<file path="config.mk">
export PLATFORM = sky130hd
export DESIGN_NAME = dnn_batch_sequencer
export DESIGN_NICKNAME = d
export VERILOG_FILES = /design/src/rtl/dnn_batch_sequencer.sv
export SDC_FILE = /design/constraint.sdc
export NUM_CORES = 1
export LEC_CHECK = 0
export BUFFER_PORTS_ARGS = -buffer_cell sky130_fd_sc_hd__buf_2
export CORE_UTILIZATION = 50
export CTS_CLUSTER_DIAMETER = 60
export DETAILED_ROUTE_END_ITERATION = 10
export PLACE_DENSITY_LB_ADDON = 0.2
export SLEW_MARGIN = 15
export SYNTH_ARGS = -nofsm -noshare
export SYNTH_HDL_FRONTEND = slang
export SYNTH_SLANG_ARGS = --single-unit
</file>
<file path="constraint.sdc">
create_clock -name clk -period 1.9 [get_ports clk]
set_clock_uncertainty 0.2 [all_clocks]
set_input_delay 0.57 -clock clk [delete_from_list [all_inputs] [get_ports clk]]
set_output_delay 0.57 -clock clk [all_outputs]
set_load 0.02 [all_outputs]
</file>
<file path="src/rtl/dnn_batch_sequencer.sv">
// -----------------------------------------------------------------------------
// dnn_batch_sequencer
//
// Batch driver and accuracy checker for the dnn classifier core. It reads
// NUM_SAMPLES feature vectors from a synchronous sample memory, streams each
// one to the dnn, waits for the class result and compares it with the truth
// label stored directly after the vector.
//
// Optional feature: define DNN_SEQ_TIMEOUT_EN to enable a result watchdog.
// Without it the sequencer waits indefinitely and timeout_err is tied to 0.
//
// Ports:
//   clk, rst      rising-edge clock, synchronous active-high reset
//   start         single-cycle pulse that begins a batch (ignored while busy)
//   busy          high from the cycle after start is accepted until done
//   done          one-cycle pulse when the batch completes
//   mem_addr      sample memory read address (linear from 0)
//   mem_rd_en     sample memory read strobe
//   mem_rdata     read data, valid exactly one cycle after mem_rd_en
//   x_data        feature word to the dnn (0 whenever x_valid is low)
//   x_valid       feature qualifier to the dnn
//   class_id      dnn result
//   class_valid   dnn result qualifier
//   correct_cnt   samples classified correctly
//   sample_cnt    samples completed
//   proto_err     sticky: class_valid seen outside WAIT_RES
//   timeout_err   sticky: watchdog expired (optional feature)
//   state_dbg     current FSM state, for debug and checkers
//
// Handshake: the feature stream has no back-pressure. A word is transferred
// on every cycle x_valid is high; a result is transferred on every cycle
// class_valid is high. Neither side can stall the other.
//
// Memory layout: sample s occupies words s*(NUM_FEATURES+1) onward, first
// NUM_FEATURES feature words and then one label word.
// -----------------------------------------------------------------------------
module dnn_batch_sequencer #(
  parameter int DATA_WIDTH     = 16,
  parameter int NUM_FEATURES   = 784,
  parameter int NUM_SAMPLES    = 16,
  parameter int NUM_CLASSES    = 10,
  parameter int GAP_CYCLES     = 2,
  parameter int TIMEOUT_CYCLES = 4096,
  localparam int AW = $clog2(NUM_SAMPLES * (NUM_FEATURES + 1)),
  localparam int CW = $clog2(NUM_CLASSES),
  localparam int SW = $clog2(NUM_SAMPLES + 1)
) (
  input  logic                  clk,
  input  logic                  rst,
  input  logic                  start,
  output logic                  busy,
  output logic                  done,
  output logic [AW-1:0]         mem_addr,
  output logic                  mem_rd_en,
  input  logic [DATA_WIDTH-1:0] mem_rdata,
  output logic [DATA_WIDTH-1:0] x_data,
  output logic                  x_valid,
  input  logic [CW-1:0]         class_id,
  input  logic                  class_valid,
  output logic [SW-1:0]         correct_cnt,
  output logic [SW-1:0]         sample_cnt,
  output logic                  proto_err,
  output logic                  timeout_err,
  output logic [2:0]            state_dbg
);

  localparam int FW = $clog2(NUM_FEATURES + 1);
  localparam int GW = (GAP_CYCLES > 0) ? $clog2(GAP_CYCLES + 1) : 1;

  localparam logic [FW-1:0] FEAT_LAST = FW'(NUM_FEATURES - 1);
  localparam logic [GW-1:0] GAP_LAST  = GW'((GAP_CYCLES > 0) ? GAP_CYCLES - 1 : 0);
  localparam logic [SW-1:0] SAMP_LAST = SW'(NUM_SAMPLES - 1);

  // LATCH is the cycle the label word arrives from memory.
  typedef enum logic [2:0] {
    S_IDLE   = 3'd0,
    S_STREAM = 3'd1,
    S_LABEL  = 3'd2,
    S_LATCH  = 3'd3,
    S_WAIT   = 3'd4,
    S_GAP    = 3'd5,
    S_DONE   = 3'd6
  } state_t;

  state_t          state_q, state_d;
  logic [AW-1:0]   addr_q;
  logic [FW-1:0]   feat_cnt_q;
  logic [GW-1:0]   gap_cnt_q;
  logic [CW-1:0]   label_q;
  logic            label_bad_q;
  logic            x_valid_q;
  logic [SW-1:0]   correct_cnt_q;
  logic [SW-1:0]   sample_cnt_q;
  logic            proto_err_q;
  logic            result_ev;
  logic            timeout_ev;

`ifdef DNN_SEQ_TIMEOUT_EN
  localparam int TW = $clog2(TIMEOUT_CYCLES + 1);
  localparam logic [TW-1:0] WD_LAST = TW'(TIMEOUT_CYCLES - 1);
  logic [TW-1:0]   wd_q;
  logic            timeout_err_q;
`endif

  // Next-state and combinational outputs.
  always_comb begin
    state_d    = state_q;
    mem_rd_en  = 1'b0;
    result_ev  = 1'b0;
    timeout_ev = 1'b0;
    case (state_q)
      S_IDLE: begin
        if (start) state_d = S_STREAM;
      end
      S_STREAM: begin
        mem_rd_en = 1'b1;
        if (feat_cnt_q == FEAT_LAST) state_d = S_LABEL;
      end
      S_LABEL: begin
        mem_rd_en = 1'b1;
        state_d   = S_LATCH;
      end
      S_LATCH: begin
        state_d = S_WAIT;
      end
      S_WAIT: begin
        // A real result on the expiry cycle wins over the watchdog.
        if (class_valid) begin
          result_ev = 1'b1;
        end
`ifdef DNN_SEQ_TIMEOUT_EN
        else if (wd_q == WD_LAST) begin
          result_ev  = 1'b1;
          timeout_ev = 1'b1;
        end
`endif
        if (result_ev) begin
          if (sample_cnt_q == SAMP_LAST) state_d = S_DONE;
          else if (GAP_CYCLES > 0)       state_d = S_GAP;
          else                           state_d = S_STREAM;
        end
      end
      S_GAP: begin
        if (gap_cnt_q == GAP_LAST) state_d = S_STREAM;
      end
      S_DONE: begin
        state_d = S_IDLE;
      end
      default: state_d = S_IDLE;
    endcase
  end

  always_ff @(posedge clk) begin
    if (rst) begin
      state_q       <= S_IDLE;
      addr_q        <= '0;
      feat_cnt_q    <= '0;
      gap_cnt_q     <= '0;
      label_q       <= '0;
      label_bad_q   <= 1'b0;
      x_valid_q     <= 1'b0;
      correct_cnt_q <= '0;
      sample_cnt_q  <= '0;
      proto_err_q   <= 1'b0;
`ifdef DNN_SEQ_TIMEOUT_EN
      wd_q          <= '0;
      timeout_err_q <= 1'b0;
`endif
    end else begin
      state_q <= state_d;

      // Feature reads become x_valid one cycle later, when the data returns.
      // The label read is not forwarded.
      x_valid_q <= (state_q == S_STREAM);

      if (mem_rd_en) addr_q <= addr_q + 1'b1;

      feat_cnt_q <= (state_q == S_STREAM && feat_cnt_q != FEAT_LAST) ?
                    feat_cnt_q + 1'b1 : '0;
      gap_cnt_q  <= (state_q == S_GAP && gap_cnt_q != GAP_LAST) ?
                    gap_cnt_q + 1'b1 : '0;
`ifdef DNN_SEQ_TIMEOUT_EN
      wd_q <= (state_q == S_WAIT && !result_ev) ? wd_q + 1'b1 : '0;
      if (timeout_ev) timeout_err_q <= 1'b1;
`endif

      if (state_q == S_LATCH) begin
        label_q     <= mem_rdata[CW-1:0];
        label_bad_q <= (mem_rdata >= DATA_WIDTH'(NUM_CLASSES));
      end

      if (result_ev) begin
        sample_cnt_q <= sample_cnt_q + 1'b1;
        if (!timeout_ev && !label_bad_q && class_id == label_q)
          correct_cnt_q <= correct_cnt_q + 1'b1;
      end

      // Batch start: clear results; later assignments below still win.
      if (state_q == S_IDLE && start) begin
        addr_q        <= '0;
        correct_cnt_q <= '0;
        sample_cnt_q  <= '0;
        proto_err_q   <= 1'b0;
`ifdef DNN_SEQ_TIMEOUT_EN
        timeout_err_q <= 1'b0;
`endif
      end

      if (class_valid && state_q != S_WAIT) proto_err_q <= 1'b1;
    end
  end

  assign busy        = (state_q != S_IDLE) && (state_q != S_DONE);
  assign done        = (state_q == S_DONE);
  assign mem_addr    = addr_q;
  assign x_valid     = x_valid_q;
  assign x_data      = x_valid_q ? mem_rdata : '0;
  assign correct_cnt = correct_cnt_q;
  assign sample_cnt  = sample_cnt_q;
  assign proto_err   = proto_err_q;
  assign state_dbg   = state_q;
`ifdef DNN_SEQ_TIMEOUT_EN
  assign timeout_err = timeout_err_q;
`else
  assign timeout_err = 1'b0;
`endif

endmodule

</file>
==> summary.md <==
| Metric | Value |
|---|---|
| Max Root-Sink Buffers | 2 |
| Reg power frac | 49.8% |
| DRC | 0 |
| Diode count | 0 |
| Commonest cells after routing, fill and taps aside | buf_2 (68), dfxtp_1 (42), buf_4 (32) |
| Drt via density | 5.329 |
| Mapped Area | 2247 um2 |
| Fmax | 485.4 MHz |
| Post-Route WL | 5.891 mm |
| CTS H-tree depth | 2 |
| Via count | 2254 |
| Hold Vio Cnt, Final | 0 |
| Yosys warns | 0 |
| Syn nets | 297 |
| Clk_lat worst skew | 0.30 ns |
| Net Sw Frac | 24.87% |
| Overall routing resource usage | 24.02% |
| Clock share of power | 36.5% |
| Mapped Cells | 267 |
| Final min period | 2.060 ns |
| First-pass GRT wire length | 9.301 mm |
| Psw | 0.4934 mW |
| Most common cell after layout, fill and taps aside | buf_2 |
| Die W | 69.04 um |
| Final total power | 1.984 mW |
| Power per cell area | 625.2 nW/um2 |
| WL/cell | 13.93 um |
| PortBufs | 71 |
| Post-synth cell types | 41 |
| CTS buffer count | 5 |
| Layout Nets | 400 |
| Max incr delay on CP | 0.37 ns |
| Clock-pin slew on the worst setup and hold paths | 0.08 ns |
| CP top delay family | flip-flops |
| RSZ-0062 raised after global routing | true |
| Root Buffer Master | clkbuf_8 |
| CP cell instances | buf_8 -> or3_4 -> buf_6 |
| Main flop type after synthesis | dfxtp_1 |
| Worst path bufs/invs | 2 |
| Slowest cell on the critical path | dfxtp_4 |
| Initial antenna violation count | 0 |
| Vias in the first global route | 2068 |
| Total gr overflow | 0 |
| Layout cells sized above 1 | 38.27% |
| Setup violators final | 4 |
| P_int | 1.490 mW |
| Worst slack at placement | -0.1701 ns |
| FP Rows | 24 |
| Worst vdd ir | 0.5423 mV |
| Die area | 4767 um2 |
| Final setup margin | -0.1599 ns |
| Initial core utilization | 51.97% |
| Sequential share of the synthesized area | 40.98% |
| Top Ports | 73 |
| Required @ worst endpoint | 1.13 ns |
| Critical path peak fanout | 6 |
| Largest net degree at the start of global routing | 19 |
| Synthesized flop and latch total | 46 |
| Status | complete, but fails checks |
| Detail Route Antenna Nets | 0 |
| Comb pwr share | 13.7% |
| Crit path kind | reg2out |
| Post-Syn Area per Cell | 8.416 um2 |
| Fraction of registers with async set/reset | 0% |
| Drt pass-1 iters | 4 |
| Fin crit share | 108.4% |
| Crit start category | flip-flop |
| Critical path arrival | 1.29 ns |
| DP HPWL | 3.925 mm |
| CTS tree | done |
| Failing checks | setup timing |
| Sinks on Clock Net | 46 |
| Hold Buf Count CTS | 0 |
| Number of synthesized flops with an enable pin | 0 |
| Gpl congestion | 0.7675 |
| Crit end category | output pin |
| Initial drt markers | 131 |
| Max cap viols | 0 |
| Min-delay worst type | reg2reg |
| Core Region | 4324 um2 |
| Number of slew-limit violations in the final report | 0 |
| P&R area growth vs syn | 41.20% |
| P_leak | 1.372 nW |
| Chip height | 69.04 um |
==> power groups by stage <==
| stage | logic [mW] | registers, mW | clock network, mW |
|---|---|---|---|
| final | 0.273 | 0.988 | 0.723 |
| after global routing | 0.294 | 0.991 | 0.766 |
| after CTS | 0.243 | 0.987 | 0.719 |
| after detailed placement | 0.233 | 1.01 | 0 |
| after global placement | 0.229 | 1.01 | 0 |
| after floorplan | 0.120 | 1.02 | 0 |
==> routing by layer <==
metal / part of all wire [%] / GRT usage (%) / vias to the layer above
met3: 4.1 / 5.409 / 14
met1: 43 / 30.41 / 1034
li1: - / - / 1145
met2: 50 / 40.45 / 61
met4: 2.2 / 7.483 / 0
met5: 0 / 0 / -
==> cell families (layout without fill, tap and decap cells) <==
logic type | Yosys count | after routing | synth area share, %
AND/OR/NAND/NOR | 131 | 131 | 31.91
adder cells (fa/ha/maj) | 6 | 6 | 3.341
XOR/XNOR | 19 | 19 | 7.405
other | 1 | 1 | 0.1669
multiplexers | 5 | 5 | 2.227
buffers and inverters | 19 | 123 | 3.675
flip-flops | 46 | 46 | 40.98
AO/OA/AOI/OAI | 40 | 40 | 10.30
==> through the flow <==
step / setup TNS (ns) / hold slack (ns) / std cells / area [um2] / utilization, %
finish: -0.3610 / 0.2307 / 423 / 3173 / 73.38
global route: -0.6358 / 0.2599 / 423 / 3173 / 73.38
CTS: -0.3831 / 0.2346 / 417 / 3039 / 70.28
detailed placement: -0.6329 / 0.2226 / 403 / 2829 / 65.42
global placement: -0.1262 / 0.2071 / 403 / 2829 / 65.42
floorplan: 0 / 0.1963 / 267 / 2273 / -
==> final timing paths <==
check,from,end,slack (ns),depth (start not counted)
worst max-delay path,state_dbg[0],busy,-0.16,3
worst min-delay path,gap_cnt_q[0],gap_cnt_q[0],0.23,1
worst max register to register,state_dbg[2],mem_addr[12],-0.11,7
worst min register to register,gap_cnt_q[0],gap_cnt_q[0],0.23,1
==> sequential cells by signal, indices dropped and copies added, names as in the netlist <==
| name | cells |
|---|---|
| mem_addr | 14 |
| feat_cnt_q | 10 |
| correct_cnt | 5 |
| sample_cnt | 5 |
| label_q | 4 |
| state_dbg | 3 |
| gap_cnt_q | 2 |
| label_bad_q | 1 |
| proto_err | 1 |
| x_valid | 1 |
==> area by class of cell <==
type | instances | area (um2)
clock buffers | 7 | 76.32
clock inverters | 1 | 30.03
fillers | 344 | 1151
inverters | 7 | 26.28
multi-input cells | 202 | 1353
flip-flops and latches | 46 | 935.9
well taps | 52 | 65.06
repair buffers | 108 | 686.9
==> synth_stat cells, types with 4 or more instances <==
library cell / count / area share, %
mux2i_1: 5 / 2.2
nor4_1: 6 / 1.7
nor3_1: 6 / 1.3
or4_1: 4 / 1.3
o21ai_0: 8 / 1.8
nand4_1: 7 / 1.9
o31ai_1: 5 / 1.7
nand2_1: 22 / 3.7
inv_1: 7 / 1.2
or3_1: 12 / 3.3
xnor2_1: 14 / 5.5
a21oi_1: 18 / 4.0
clkbuf_1: 7 / 1.2
and2_1: 16 / 4.5
dfxtp_1: 46 / 41
nand3_1: 8 / 1.8
nor2_1: 31 / 5.2
ha_1: 6 / 3.3
xor2_1: 5 / 1.9
==> timing repair <==
item | 4_1_cts | 5_1_grt
setup endpoints to repair | 19 | 33
pin swaps | 1 | 10
gates resized for setup | 18 | 22
setup buffers | 6 | 6
==> worst register-to-register path, stage by stage, from the launching register on <==
cell and delay (ns):
dfxtp_4 0.35, buf_4 0.14, buf_8 0.13, buf_6 0.13
nand4b_1 0.20, or2_1 0.29, or3_4 0.38, a21oi_2 0.14
Note: power is estimated with default switching activity, not from simulation.
